## src/rtl/sdma_sink_if.sv

```systemverilog
// Handshake bundle between sdma_sink, the SDMA channel and the downstream consumer.
// The slave modport is the sink's view; master is the environment driving it.
interface sdma_sink_if #(
    parameter int DATA_WIDTH = 32
) ();
    logic                  sdma_req;
    logic                  sdma_active;
    logic                  sdma_done;
    logic [DATA_WIDTH-1:0] wr_data;
    logic                  wr_en;
    logic [DATA_WIDTH-1:0] data;
    logic                  valid;
    logic                  ready;

    modport master (
        input  sdma_req, data, valid,
        output sdma_active, sdma_done, wr_data, wr_en, ready
    );

    modport slave (
        output sdma_req, data, valid,
        input  sdma_active, sdma_done, wr_data, wr_en, ready
    );
endinterface

```

## src/rtl/sdma_sink.sv

```systemverilog
// Fabric-side SDMA receiver: requests bursts while the FIFO has room, presents words as a FWFT stream.
// Define SDMA_SINK_IRQ_EN to build the one-cycle sdma_irq completion pulse; otherwise sdma_irq is tied low.
module sdma_sink #(
    parameter int DST_DATA_WIDTH = 32,
    parameter int FIFO_DEPTH     = 16,
    parameter int BURST_LEN      = 4
) (
    input  logic        clk,
    input  logic        rst,
    sdma_sink_if.slave  bus,
    output logic        sdma_irq,
    output logic        overflow
);
    localparam int ADDR_W = $clog2(FIFO_DEPTH);
    localparam int CNT_W  = ADDR_W + 1;
    localparam logic [CNT_W-1:0] DEPTH_C = CNT_W'(FIFO_DEPTH);
    localparam logic [CNT_W-1:0] BURST_C = CNT_W'(BURST_LEN);

    typedef enum logic [1:0] {
        IDLE,
        REQ,
        XFER
    } state_t;

    logic [DST_DATA_WIDTH-1:0] mem_q [FIFO_DEPTH];
    logic [ADDR_W-1:0]         wr_ptr_q, wr_ptr_d;
    logic [ADDR_W-1:0]         rd_ptr_q, rd_ptr_d;
    logic [CNT_W-1:0]          count_q, count_d;
    logic                      overflow_q, overflow_d;
    state_t                    state_q, state_d;
    logic                      req_q, req_d;
    logic                      push;
    logic                      pop;

    // Full check uses the registered count only, so a pop cannot make room for a same-cycle write.
    assign push = bus.wr_en && (count_q < DEPTH_C);
    assign pop  = (count_q != '0) && bus.ready;

    always_comb begin
        wr_ptr_d   = wr_ptr_q;
        rd_ptr_d   = rd_ptr_q;
        count_d    = count_q;
        overflow_d = overflow_q | (bus.wr_en & ~push);
        if (push) begin
            wr_ptr_d = wr_ptr_q + ADDR_W'(1);
        end
        if (pop) begin
            rd_ptr_d = rd_ptr_q + ADDR_W'(1);
        end
        case ({push, pop})
            2'b10:   count_d = count_q + CNT_W'(1);
            2'b01:   count_d = count_q - CNT_W'(1);
            default: count_d = count_q;
        endcase
    end

    always_comb begin
        state_d = state_q;
        case (state_q)
            IDLE: begin
                if ((DEPTH_C - count_q) >= BURST_C) begin
                    state_d = REQ;
                end
            end
            REQ: begin
                if (bus.sdma_active) begin
                    state_d = XFER;
                end else if (bus.sdma_done) begin
                    state_d = IDLE;
                end
            end
            XFER: begin
                if (bus.sdma_done) begin
                    state_d = IDLE;
                end
            end
            default: state_d = IDLE;
        endcase
        req_d = (state_d == REQ);
    end

    always_ff @(posedge clk or posedge rst) begin
        if (rst) begin
            state_q    <= IDLE;
            req_q      <= 1'b0;
            wr_ptr_q   <= '0;
            rd_ptr_q   <= '0;
            count_q    <= '0;
            overflow_q <= 1'b0;
        end else begin
            state_q    <= state_d;
            req_q      <= req_d;
            wr_ptr_q   <= wr_ptr_d;
            rd_ptr_q   <= rd_ptr_d;
            count_q    <= count_d;
            overflow_q <= overflow_d;
        end
    end

    // Storage needs no reset: valid masks whatever the array holds.
    always_ff @(posedge clk) begin
        if (push) begin
            mem_q[wr_ptr_q] <= bus.wr_data;
        end
    end

`ifdef SDMA_SINK_IRQ_EN
    logic irq_q, irq_d;

    assign irq_d = ((state_q == REQ) && !bus.sdma_active && bus.sdma_done) ||
                   ((state_q == XFER) && bus.sdma_done);

    always_ff @(posedge clk or posedge rst) begin
        if (rst) begin
            irq_q <= 1'b0;
        end else begin
            irq_q <= irq_d;
        end
    end

    assign sdma_irq = irq_q;
`else
    assign sdma_irq = 1'b0;
`endif

    assign bus.sdma_req = req_q;
    assign bus.valid    = (count_q != '0);
    assign bus.data     = mem_q[rd_ptr_q];
    assign overflow     = overflow_q;
endmodule
```

## src/flat_wrapper.sv

```systemverilog
// flat-port wrapper written by rule: the top's interface ports become plain ports
module sdma_sink_flat 
#(
    parameter int DST_DATA_WIDTH = 32,
    parameter int FIFO_DEPTH     = 16,
    parameter int BURST_LEN      = 4
)
  (clk, rst, sdma_irq, overflow, bus_sdma_req, bus_data, bus_valid, bus_sdma_active, bus_sdma_done, bus_wr_data, bus_wr_en, bus_ready);
  sdma_sink_if bus_i ();
  input  logic clk;
  input  logic rst;
  output logic sdma_irq;
  output logic overflow;
  output wire logic [$bits(bus_i.sdma_req)-1:0] bus_sdma_req;
  output wire logic [$bits(bus_i.data)-1:0] bus_data;
  output wire logic [$bits(bus_i.valid)-1:0] bus_valid;
  input wire logic [$bits(bus_i.sdma_active)-1:0] bus_sdma_active;
  input wire logic [$bits(bus_i.sdma_done)-1:0] bus_sdma_done;
  input wire logic [$bits(bus_i.wr_data)-1:0] bus_wr_data;
  input wire logic [$bits(bus_i.wr_en)-1:0] bus_wr_en;
  input wire logic [$bits(bus_i.ready)-1:0] bus_ready;
  assign bus_sdma_req = bus_i.sdma_req;
  assign bus_data = bus_i.data;
  assign bus_valid = bus_i.valid;
  assign bus_i.sdma_active = bus_sdma_active;
  assign bus_i.sdma_done = bus_sdma_done;
  assign bus_i.wr_data = bus_wr_data;
  assign bus_i.wr_en = bus_wr_en;
  assign bus_i.ready = bus_ready;
  sdma_sink #(.DST_DATA_WIDTH(DST_DATA_WIDTH), .FIFO_DEPTH(FIFO_DEPTH), .BURST_LEN(BURST_LEN)) u_core (.clk(clk), .rst(rst), .bus(bus_i), .sdma_irq(sdma_irq), .overflow(overflow));
endmodule
```

## config.mk

```make
export PLATFORM = sky130hd
export DESIGN_NAME = sdma_sink_flat
export DESIGN_NICKNAME = d
export VERILOG_FILES = /design/src/rtl/sdma_sink_if.sv /design/src/rtl/sdma_sink.sv /design/src/flat_wrapper.sv
export SDC_FILE = /design/constraint.sdc
export NUM_CORES = 1
export LEC_CHECK = 0
export CAP_MARGIN = 20
export CELL_PAD_IN_SITES_DETAIL_PLACEMENT = 0
export CELL_PAD_IN_SITES_GLOBAL_PLACEMENT = 1
export CORE_MARGIN = 2
export CORE_UTILIZATION = 50
export CTS_CLUSTER_DIAMETER = 50
export CTS_CLUSTER_SIZE = 14
export DETAILED_ROUTE_END_ITERATION = 8
export GPL_ROUTABILITY_DRIVEN = 0
export PLACE_DENSITY = 0.75
export SLEW_MARGIN = 30
export SYNTH_ARGS = -nofsm -noshare
export SYNTH_HDL_FRONTEND = slang
export SYNTH_SLANG_ARGS = --single-unit
export TNS_END_PERCENT = 1
```

## constraint.sdc

```tcl
create_clock -name clk -period 12.9 [get_ports clk]
set_clock_uncertainty 0.1 [all_clocks]
set_input_delay 2.58 -clock clk [delete_from_list [all_inputs] [get_ports clk]]
set_output_delay 2.58 -clock clk [all_outputs]
set_load 0.02 [all_outputs]
```

After elaboration in Yosys (flattened, before gate mapping)
Memories as Yosys holds them, arrays and structs flattened. Cells that the tools add are included.

Register bits after elaboration: 17. Memories: 1. RAM bits: 512. Output and inout port bits: 36.

Mux-type cells: 7. Add/sub/neg operators: 5. Bitwise operators: 3. Eq/ne operators: 5. Order comparisons: 2. Reductions and logical operators: 5.

Memory list: u_core.mem_q (words 16, width 32, read ports 1, clocked after memory_dff 0, write ports 1, RTL line sdma_sink.sv:25) `logic [DST_DATA_WIDTH-1:0] mem_q [FIFO_DEPTH];`.

Operator list (number): $pmux W5 S2 (1); $add A4 B1 Y4 const B (2); $eq A2 B1 Y1 const B (3); $mux W2 (3); $pmux W2 S3 (1); $add A5 B1 Y5 const B (1); $ge A5 B3 Y1 const B (1); $lt A5 B5 Y1 const B (1); $reduce_bool A5 Y1 (1); $sub A5 B1 Y5 const B (1); $sub A5 B5 Y5 const A (1); $eq A2 B2 Y1 const B (2); $logic_and A1 B1 Y1 (2); $logic_not A2 Y1 (1); $mux W1 (2); $reduce_bool A2 Y1 (1); $and A1 B1 Y1 (1); $not A1 Y1 (1); $or A1 B1 Y1 (1).

Logic depth before layout (Yosys ltp)
Gate-level depths: netlist of the first run.

Word-level depth: 5. Gate-level depth with buffers: 13. Gate-level depth less buffers: 12.

Least setup slack after synthesis of the first run
OpenSTA, ideal clock, no wires.

Kind: input to register. Start: input bus_wr_en. End: memory u_core.mem_q[0][0] (enable). Stages: 3. Setup time: 0.501 ns. Slack: 6.193 ns. Path buffers: 1. Data required time: 12.299 ns. Data arrival time: 6.106 ns. Path through: clkbuf_1 -> inv_1 -> nor4_1.

Longest elaborated chain between the ends: 3.

RTL lines: start: declaration (RTL line flat_wrapper.sv:20) `input wire logic [$bits(bus_i.wr_en)-1:0] bus_wr_en;`; $logic_and A1 B1 Y1 (RTL line sdma_sink.sv:36) `assign push = bus.wr_en && (count_q < DEPTH_C);`; $mux W1 (RTL line sdma_sink.sv:102) `if (push) begin`; $mux W1 (implied by the code) (RTL line sdma_sink.sv:103) `mem_q[wr_ptr_q] <= bus.wr_data;`; end: declaration (RTL line sdma_sink.sv:25).

No other way between the ends.

Worst setup path after layout of the first run
Start: register u_core.rd_ptr_q[0]. End: output bus_data[25].

Longest elaborated chain between the ends: 1.

RTL lines: start: declaration (RTL line sdma_sink.sv:27) `logic [ADDR_W-1:0] rd_ptr_q, rd_ptr_d;`; start signal: assignment (RTL line sdma_sink.sv:94) `rd_ptr_q <= rd_ptr_d;`; $mem_v2 Z16 W32; end: declaration (RTL line flat_wrapper.sv:15) `output wire logic [$bits(bus_i.data)-1:0] bus_data;`.

No other way between the ends.

==> metrics.log, run 1 <==
[metrics] Syn Nets: 953
[metrics] result of the run: completed
[metrics] final sum of negative setup slack: 0 ns
[metrics] max_cap viols: 0
[metrics] vias per inst: 6.017
[metrics] Static Leak: 7.298 nW
[metrics] final hold slack: 0.3792 ns
[metrics] pin count of the biggest net entering global routing: 74
[metrics] H-tree depth: 2
[metrics] reg2reg setup slack: 9.61 ns
[metrics] share of the synthesized area in compound gates (AO/OA/AOI/OAI): 0.02916
[metrics] post-CTS setup buffers: 0
[metrics] sequential share of the synthesized area: 0.7834
[metrics] Post-Place Setup Slack: 5.796 ns
[metrics] required time worst endpoint: 10.22 ns
[metrics] Remaining Overflow, GRT: 0
[metrics] final critical-path share of the clock period: 0.5645
[metrics] iteration count of the initial detailed-routing pass: 7
[metrics] Filler Cells Inserted: 2804
[metrics] Synth warnings: 0
[metrics] area share of and/or/nand/nor cells after synthesis: 0.01861
[metrics] final cell count without fillers: 1548
[metrics] fraction of registers with async set or reset after synthesis: 0.03214
[metrics] global-route wire length before repair: 61.26 mm
[metrics] XOR/XNOR Fraction of Synth Area: 0.005211
[metrics] number of standard cells after synthesis: 905
[metrics] CP Capture Point: bus_data[25]
[metrics] total die area: 41960 um^2
[metrics] setup violation total in the final timing report: 0
[metrics] number of global-route vias before repair: 9800
[metrics] detailed-route DRC error count: 0
[metrics] Final Net Count: 1045
[metrics] Starting DRT DRC Count: 825
[metrics] final WL: 40.70 mm
[metrics] RSZ-0062 raised after global routing: no
[metrics] vias after detailed routing: 9314
[metrics] Setup crit end kind: output port
[metrics] headroom to the max-slew limit: 0.4110
[metrics] launching element type of the critical path: flip-flop
[metrics] clock tree from TritonCTS: built
[metrics] Num Clock Sinks: 529
[metrics] capture instance of the worst register-to-register path: u_core.mem_q[4][11]$_DFFE_PP_
[metrics] fraction of the mapped netlist area in adder cells: 0.006204
[metrics] cell count after placement: 1473
[metrics] placeable core region: 39730 um^2
[metrics] total standard cell area after synthesis: 20170 um^2
[metrics] total of flip-flops plus latches after synthesis: 529
[metrics] Die Y: 204.8 um
[metrics] Detail Placement HPWL: 21.05 mm
[metrics] Hold Path Cell Cnt: 1
[metrics] average wire length per cell after detail routing: 26.29 um
[metrics] final antenna-violating net count: 0
[metrics] mux contribution to synthesized area: 0.1448
[metrics] worst IR drop on VDD: 0.1922 mV
[metrics] Final Hold Vio Count: 0
[metrics] synth unique cells: 39
[metrics] clock buffer count from CTS: 47
[metrics] dominant combinational cell family by area after synthesis: multiplexers
[metrics] worst setup slack after layout: 5.618 ns
[metrics] worst flop-to-flop path startpoint: u_core.count_q[1]$_DFFE_PP0P_
[metrics] CTS Hold Buffers Added: 0
[metrics] Boundary Pins: 74
[metrics] row cnt: 73
[metrics] Period minus WS final: 7.282 ns
[metrics] power density over the cells: 218.4 nW/um^2
[metrics] post-CTS sizing: 0
[metrics] Clock Tree Buf Depth: 3
[metrics] slew at the pin with the worst max-slew slack: 0.8835 ns
[metrics] latest clock arrival within the worst-skew pair: 0.56 ns
[metrics] hold_sp: u_core.state_q[1]$_DFF_PP0_
[metrics] hold crit path type: reg -> reg
[metrics] Overall Global Routing Usage: 0.2018
[metrics] number of enable-type register cells in the synthesized netlist: 512
[metrics] area grow syn2layout: 14.56%
[metrics] most common library cell in the layout ignoring fill and taps: sky130_fd_sc_hd__edfxtp_1
[metrics] clock-pin slew reported for the worst setup and hold paths after clock tree synthesis: 0.06 ns
[metrics] fraction of layout cells with a size suffix above 1: 0.2336
[metrics] synthesized area per cell: 22.29 um^2
[metrics] dominant register cell in the synthesized netlist: sky130_fd_sc_hd__edfxtp_1
[metrics] cell depth of the worst flop-to-flop path: 5
[metrics] Clock Tree Root: sky130_fd_sc_hd__clkbuf_16
[metrics] CP arrival: 4.60 ns
[metrics] most used cells in the layout excluding fill and tap cells: sky130_fd_sc_hd__edfxtp_1, sky130_fd_sc_hd__mux4_2, sky130_fd_sc_hd__clkdlybuf4s50_1
[metrics] initial antenna violation count: 1
[metrics] Chip Width: 204.8 um
[metrics] launch point of the worst path: u_core.rd_ptr_q[0]$_DFFE_PP0P_
[metrics] final core area utilization: 0.5815
[metrics] CP Class: reg -> out
[metrics] final number of max-transition violations: 0
[metrics] Port-buffer cells: 72
[metrics] ANT cells: 0
[metrics] Highest Clock Rate: 0.1373 GHz
[metrics] Starting Density: 0.5076
[metrics] maximum fanout along the worst path: 47
worst min path at each step:
| stage | to |
|---|---|
| 2_1_floorplan | u_core.bus.sdma_req$_DFF_PP0_ |
| 3_3_place_gp | u_core.state_q[0]$_DFF_PP0_ |
| 3_5_place_dp | u_core.bus.sdma_req$_DFF_PP0_ |
| 4_1_cts | u_core.state_q[0]$_DFF_PP0_ |
| 5_1_grt | u_core.state_q[0]$_DFF_PP0_ |
| 6_report | u_core.bus.sdma_req$_DFF_PP0_ |
worst max-delay path, cell delays in order, from the launching register on:
cell and delay (ns):
sky130_fd_sc_hd__dfrtp_4 0.99, sky130_fd_sc_hd__buf_4 0.82, sky130_fd_sc_hd__buf_6 0.62, sky130_fd_sc_hd__mux4_2 0.59
sky130_fd_sc_hd__a22oi_1 0.20, sky130_fd_sc_hd__nand2_1 0.18, sky130_fd_sc_hd__clkdlybuf4s50_1 0.59
metrics by stage:
step                      area [um^2]  total power [W]
after CTS                       23100         0.005102
after global routing            23100         0.005270
final                           23100         0.005046
after global placement          21620         0.003731
after floorplan                 20170         0.003179
after detailed placement        21630         0.003741
registers in the layout, indices dropped and copies added (netlist names):
name                 flops
u_core.bus.sdma_req      1
u_core.count_q           5
u_core.mem_q           512
u_core.overflow          1
u_core.rd_ptr_q          4
u_core.state_q           2
u_core.wr_ptr_q          4
cells in the mapped netlist, drive strengths merged, types with 6 or more instances:
master | instances | area share
dfrtp | 17 | 0.021
mux4 | 128 | 0.14
a22oi | 64 | 0.024
clkbuf | 33 | 0.0061
buf | 18 | 0.0048
nand3 | 6 | 0.0015
nor2 | 16 | 0.0030
edfxtp | 512 | 0.76
inv | 8 | 0.0015
a21oi | 7 | 0.0023
nand2 | 44 | 0.0083
ha | 10 | 0.0062
xnor2 | 8 | 0.0035
kinds of logic after synthesis:
logic type,count (synthesis)
xor+xnor,12
mux,131
simple gates,83
flops,529
fa+ha+maj,10
compound gates,80
other cells,1
buf+inv,59
area by class of cell:
cell class / instances / area, um^2 / area share
repair buffers: 94 / 893.4 / 0.03867
multi-input cells: 317 / 4242 / 0.1836
clock inverters: 11 / 195.2 / 0.008448
inverters: 8 / 30.03 / 0.001300
clock buffers: 64 / 1280 / 0.05540
flip-flops and latches: 529 / 15810 / 0.6842
well taps: 525 / 656.9 / 0.02843
routing by layer:
metal	track usage	part of all wire	wire length [um]	vias up
met4	0.05901	0.023	917	2
met3	0.03611	0.070	2832	71
met2	0.3254	0.49	19980	332
li1	-	-	-	3970
met5	0	0.00027	11	-
met1	0.2859	0.42	16950	4939
power by group:
part	leakage, nW	switching [W]	internal (W)
clock	0.715	0.000588	0.000774
combinational	1.77	0.000786	0.000724
sequential	4.81	0.000141	0.00203
total	7.30	0.00152	0.00353
Power figures use the tool's default switching activity.
==> run 2: changes to the inputs <==
Settings changed: CORE_UTILIZATION 50 to 49, PLACE_DENSITY 0.75 to 0.77.
Clock period 12.9 ns to 6.3 ns, I/O delays scaled along.
==> metrics.log, run 2 (same netlist as run 1, synthesis figures left out) <==
[metrics] result of the run: completed
[metrics] Clock Tree Buf Depth: 3
[metrics] number of buffers and inverters on the critical path: 2
[metrics] Highest Clock Rate: 0.2055 GHz
[metrics] Boundary Pins: 74
[metrics] Overall Global Routing Usage: 0.2024
[metrics] cell family with the largest share of critical-path delay: buffers and inverters
[metrics] hold crit path type: reg -> reg
[metrics] total die area: 42800 um^2
[metrics] final sum of negative setup slack: 0 ns
[metrics] clock buffer count from CTS: 47
[metrics] vias after detailed routing: 9354
[metrics] area grow syn2layout: 14.64%
[metrics] fraction of layout cells with a size suffix above 1: 0.2361
[metrics] final core area utilization: 0.5675
[metrics] overall power after layout: 0.01028 W
[metrics] setup violation total in the final timing report: 0
[metrics] CTS Hold Buffers Added: 0
[metrics] launching element type of the critical path: flip-flop
[metrics] Starting DRT DRC Count: 895
[metrics] number of global-route vias before repair: 9748
[metrics] iteration count of the initial detailed-routing pass: 5
[metrics] final WL: 41.82 mm
[metrics] headroom to the max-slew limit: 0.4143
[metrics] max_cap viols: 0
[metrics] Final Hold Vio Count: 0
[metrics] Port-buffer cells: 72
[metrics] CP arrival: 3.51 ns
[metrics] clock-pin slew reported for the worst setup and hold paths after clock tree synthesis: 0.06 ns
[metrics] pin count of the biggest net entering global routing: 77
[metrics] Clock Tree Root: sky130_fd_sc_hd__clkbuf_16
[metrics] Remaining Overflow, GRT: 0
[metrics] global-route wire length before repair: 62.09 mm
[metrics] Static Leak: 7.303 nW
[metrics] most common library cell in the layout ignoring fill and taps: sky130_fd_sc_hd__edfxtp_1
[metrics] most used cells in the layout excluding fill and tap cells: sky130_fd_sc_hd__edfxtp_1, sky130_fd_sc_hd__mux4_2, sky130_fd_sc_hd__clkdlybuf4s50_1
[metrics] Placed Instance Area: 21710 um^2
[metrics] Die Y: 206.9 um
[metrics] Final Net Count: 1048
[metrics] Starting Density: 0.4951
[metrics] power density over the cells: 444.5 nW/um^2
[metrics] slew at the pin with the worst max-slew slack: 0.8765 ns
[metrics] Detail Placement HPWL: 21.60 mm
[metrics] largest incremental delay on the critical path: 0.96 ns
[metrics] Design Area, Final: 23120 um^2
[metrics] clock tree from TritonCTS: built
[metrics] Period minus WS final: 4.866 ns
[metrics] max FFs per register: 512
[metrics] Chip Width: 206.9 um
[metrics] largest register by flop count: u_core.mem_q
[metrics] maximum fanout along the worst path: 56
[metrics] final antenna-violating net count: 0
[metrics] average wire length per cell after detail routing: 26.82 um
[metrics] H-tree depth: 2
[metrics] RSZ-0062 raised after global routing: no
[metrics] detailed-route DRC error count: 0
[metrics] worst IR drop on VDD: 0.2751 mV
[metrics] post-CTS sizing: 0
[metrics] Setup crit end kind: output port
[metrics] row cnt: 74
[metrics] CP Class: reg -> out
[metrics] required time worst endpoint: 4.94 ns
[metrics] final number of max-transition violations: 0
[metrics] initial antenna violation count: 2
[metrics] final critical-path share of the clock period: 0.7724
[metrics] Num Clock Sinks: 529
[metrics] Max stage delay cell, worst path: sky130_fd_sc_hd__dfrtp_4
[metrics] latest clock arrival within the worst-skew pair: 0.56 ns
[metrics] placeable core region: 40740 um^2
[metrics] leading registers by flop count: u_core.mem_q (512), u_core.count_q (5)
[metrics] critical path, cell by cell: buf_12, mux4_2, a22oi_1, nand2_1, clkdlybuf4s50_1
[metrics] post-CTS setup buffers: 0
[metrics] vias per inst: 6.000
[metrics] final hold slack: 0.3747 ns
[run 2: cell types whose count changed in the layout (fill, tap and decap cells not counted), moves of 2 or more]
cell	previous run	this run
sky130_fd_sc_hd__clkinv_8	3	1
sky130_fd_sc_hd__diode_2	0	2
sky130_fd_sc_hd__clkbuf_1	13	9
sky130_fd_sc_hd__bufinv_16	4	2
sky130_fd_sc_hd__clkinv_1	1	4
sky130_fd_sc_hd__clkbuf_8	4	1
sky130_fd_sc_hd__clkinv_2	1	4
sky130_fd_sc_hd__clkinvlp_4	0	2
sky130_fd_sc_hd__buf_12	0	3
sky130_fd_sc_hd__buf_6	2	0
[run 2: per-stage QoR]
| stage | instances | setup slack (ns) |
|---|---|---|
| after floorplan | 905 | 0.9133 |
| after global placement | 1482 | 1.959 |
| after detailed placement | 1483 | 1.947 |
| after CTS | 1557 | 1.344 |
| after global routing | 1557 | 1.158 |
| final | 1559 | 1.434 |
[run 2: report_power, final]
group / leakage (nW) / internal [W] / switching, W / total, W
Clock: 0.680 / 0.00148 / 0.00120 / 0.00268
Sequential: 4.81 / 0.00416 / 0.000285 / 0.00445
Combinational: 1.81 / 0.00151 / 0.00164 / 0.00315
[run 2: worst paths after layout]
kind / cells past startpoint / slack, ns / from / endpoint
worst max-delay path: 5 / 1.43 / u_core.rd_ptr_q[0]$_DFFE_PP0P_ / bus_data[1]
worst min-delay path: 1 / 0.37 / u_core.state_q[1]$_DFF_PP0_ / u_core.state_q[0]$_DFF_PP0_
worst max register to register: 5 / 3.01 / u_core.count_q[1]$_DFFE_PP0P_ / u_core.mem_q[9][26]$_DFFE_PP_
worst min register to register: 1 / 0.37 / u_core.state_q[1]$_DFF_PP0_ / u_core.state_q[0]$_DFF_PP0_
max in group asynchronous: 2 / 4.48 / rst / u_core.rd_ptr_q[0]$_DFFE_PP0P_
min in group asynchronous: 2 / 1.05 / rst / u_core.wr_ptr_q[3]$_DFFE_PP0P_
[run 2: layout make-up]
cell class                 instances  area [um^2]
antenna                            2        5.005
clock buffer                      58         1249
clock inverter                    16        152.6
fill                            3011        17620
inverter                           8        30.03
multi-input combinational        317         4244
sequential                       529        15810
tap                              532        665.6
timing repair buffer              97        965.9
[run 2: worst reg2reg max path: stages, from the launching register on]
cell,delay (ns)
sky130_fd_sc_hd__dfrtp_1,0.47
sky130_fd_sc_hd__or4_4,0.59
sky130_fd_sc_hd__a21oi_4,0.29
sky130_fd_sc_hd__nand2b_1,0.28
sky130_fd_sc_hd__nor2_4,0.75
sky130_fd_sc_hd__buf_4,0.47
[run 2: routing by layer]
layer / wire length [um] / vias to the layer above / share of wire / global-route usage
li1: - / 3985 / - / -
met1: 17370 / 4959 / 0.42 / 0.2869
met2: 20920 / 348 / 0.50 / 0.3343
met3: 2882 / 62 / 0.069 / 0.03328
met4: 653 / 0 / 0.016 / 0.04838
met5: 0 / - / 0 / 0
==> run 3: changes to the inputs <==
Settings changed: CORE_UTILIZATION 49 to 50, PLACE_DENSITY 0.77 to 0.75.
Clock period 6.3 ns to 5.07 ns, I/O delays scaled along.
==> metrics.log, run 3 (same netlist as run 1, synthesis figures left out) <==
[metrics] final critical-path share of the clock period: 0.8502
[metrics] placeable core region: 39730 um^2
[metrics] vias after detailed routing: 9315
[metrics] required time worst endpoint: 3.96 ns
[metrics] final number of max-transition violations: 0
[metrics] total die area: 41960 um^2
[metrics] iteration count of the initial detailed-routing pass: 5
[metrics] Starting DRT DRC Count: 930
[metrics] Final Hold Vio Count: 0
[metrics] row cnt: 73
[metrics] area grow syn2layout: 14.88%
[metrics] Detail Placement HPWL: 22.18 mm
[metrics] Max stage delay cell, worst path: sky130_fd_sc_hd__dfrtp_4
[metrics] number of buffers and inverters on the critical path: 2
[metrics] Boundary Pins: 74
[metrics] hold_sp: u_core.state_q[1]$_DFF_PP0_
[metrics] RSZ-0062 raised after global routing: no
[metrics] slew at the pin with the worst max-slew slack: 0.8790 ns
[metrics] vias per inst: 5.994
[metrics] capture instance of the worst register-to-register path: u_core.mem_q[11][11]$_DFFE_PP_
[metrics] Num Clock Sinks: 529
[metrics] most common library cell in the layout ignoring fill and taps: sky130_fd_sc_hd__edfxtp_1
[metrics] Starting Density: 0.5076
[metrics] CP arrival: 3.20 ns
[metrics] worst setup slack after layout: 0.7597 ns
[metrics] Highest Clock Rate: 0.2320 GHz
[metrics] fraction of layout cells with a size suffix above 1: 0.2451
[metrics] Clock Tree Buf Depth: 3
[metrics] clock tree from TritonCTS: built
[metrics] worst IR drop on VDD: 0.3738 mV
[metrics] pin count of the biggest net entering global routing: 77
[metrics] Period minus WS final: 4.310 ns
[metrics] critical path, cell by cell: buf_4, mux4_2, a22oi_1, nand2_1, clkdlybuf4s50_1
[metrics] H-tree depth: 2
[metrics] Setup crit end kind: output port
[metrics] final antenna-violating net count: 0
[metrics] hold crit path type: reg -> reg
[metrics] global-route wire length before repair: 61.09 mm
[metrics] post-CTS sizing: 0
[metrics] Remaining Overflow, GRT: 0
[metrics] Filler Cells Inserted: 2825
[metrics] max_cap viols: 0
[metrics] maximum fanout along the worst path: 38
[metrics] average wire length per cell after detail routing: 26.40 um
[metrics] most used cells in the layout excluding fill and tap cells: sky130_fd_sc_hd__edfxtp_1, sky130_fd_sc_hd__mux4_2, sky130_fd_sc_hd__clkdlybuf4s50_1
[metrics] launching element type of the critical path: flip-flop
[metrics] cell family with the largest share of critical-path delay: buffers and inverters
[metrics] cell depth of the worst flop-to-flop path: 5
[metrics] result of the run: completed
[metrics] final sum of negative setup slack: 0 ns
[metrics] clock-pin slew reported for the worst setup and hold paths after clock tree synthesis: 0.06 ns
[metrics] end point of the most critical hold path: u_core.bus.sdma_req$_DFF_PP0_
[metrics] Hold Path Cell Cnt: 1
[metrics] number of global-route vias before repair: 9807
[metrics] largest register by flop count: u_core.mem_q
[metrics] Storage cell area: 15810 um^2
[metrics] headroom to the max-slew limit: 0.4126
[metrics] Static Leak: 7.352 nW
[metrics] max FFs per register: 512
[metrics] Overall Global Routing Usage: 0.2028
[metrics] worst flop-to-flop path startpoint: u_core.count_q[1]$_DFFE_PP0P_
[metrics] Chip Width: 204.8 um
[metrics] reg2reg setup slack: 1.83 ns
[metrics] Die Y: 204.8 um
[metrics] latest clock arrival within the worst-skew pair: 0.57 ns
[metrics] CP Class: reg -> out
[metrics] detailed-route DRC error count: 0
[metrics] CTS Hold Buffers Added: 0
[metrics] Clock Tree Root: sky130_fd_sc_hd__clkbuf_16
[metrics] Port-buffer cells: 72
[metrics] leading registers by flop count: u_core.mem_q (512), u_core.count_q (5)
[metrics] initial antenna violation count: 2
[metrics] power density over the cells: 552.4 nW/um^2
[metrics] final WL: 41.03 mm
[metrics] post-CTS setup buffers: 0
[metrics] largest incremental delay on the critical path: 0.79 ns
[metrics] clock buffer count from CTS: 48
[metrics] area taken by multi-input logic gates: 4245 um^2
[metrics] setup violation total in the final timing report: 0
[metrics] Final Net Count: 1058
[metrics] Post-Place Setup Slack: 1.326 ns
## run 3: metrics by stage
step                instance area, um^2  power, W  hold slack, ns    util  cells
floorplan                         20170  0.008090          0.3376       -    905
global placement                  21770  0.009599          0.3559  0.5478   1485
detailed placement                21770  0.009622          0.3618  0.5478   1485
CTS                               23170   0.01297          0.3720  0.5831   1553
global route                      23170   0.01336          0.4021  0.5831   1553
finish                            23170   0.01280          0.3692  0.5832   1554
## run 3: final cells by class
class	instances	area share
antenna	1	0.0001080
clock buffer	52	0.05341
clock inverter	16	0.007074
inverter	8	0.001296
multi-input combinational	317	0.1832
sequential	529	0.6823
tap	525	0.02835
timing repair buffer	106	0.04428
## run 3: power breakdown
part | total [W] | internal, W | switching [W]
Clock | 0.00334 | 0.00185 | 0.00149
Combinational | 0.00406 | 0.00189 | 0.00216
Sequential | 0.00541 | 0.00517 | 0.000233
## run 3: per-layer routing
layer / vias to the layer above / wire (um) / global-route usage / share of wire
met5: - / 16 / 0 / 0.00039
met4: 2 / 431 / 0.03727 / 0.011
met3: 38 / 2620 / 0.04773 / 0.064
met2: 310 / 20900 / 0.3380 / 0.51
met1: 4967 / 17050 / 0.2783 / 0.42
li1: 3998 / - / - / -
## run 3: worst max path at each step
| stage | startpoint | endpoint | slack [ns] | cells past startpoint |
|---|---|---|---|---|
| finish | u_core.rd_ptr_q[1]$_DFFE_PP0P_ | bus_data[26] | 0.76 | 5 |
| global route | u_core.rd_ptr_q[1]$_DFFE_PP0P_ | bus_data[28] | 0.61 | 5 |
| CTS | u_core.rd_ptr_q[1]$_DFFE_PP0P_ | bus_data[28] | 0.68 | 5 |
| detailed placement | u_core.rd_ptr_q[1]$_DFFE_PP0P_ | bus_data[28] | 1.33 | 5 |
| global placement | u_core.rd_ptr_q[1]$_DFFE_PP0P_ | bus_data[28] | 1.30 | 5 |
| floorplan | u_core.count_q[1]$_DFFE_PP0P_ | u_core.mem_q[4][0]$_DFFE_PP_ | 0.85 | 5 |
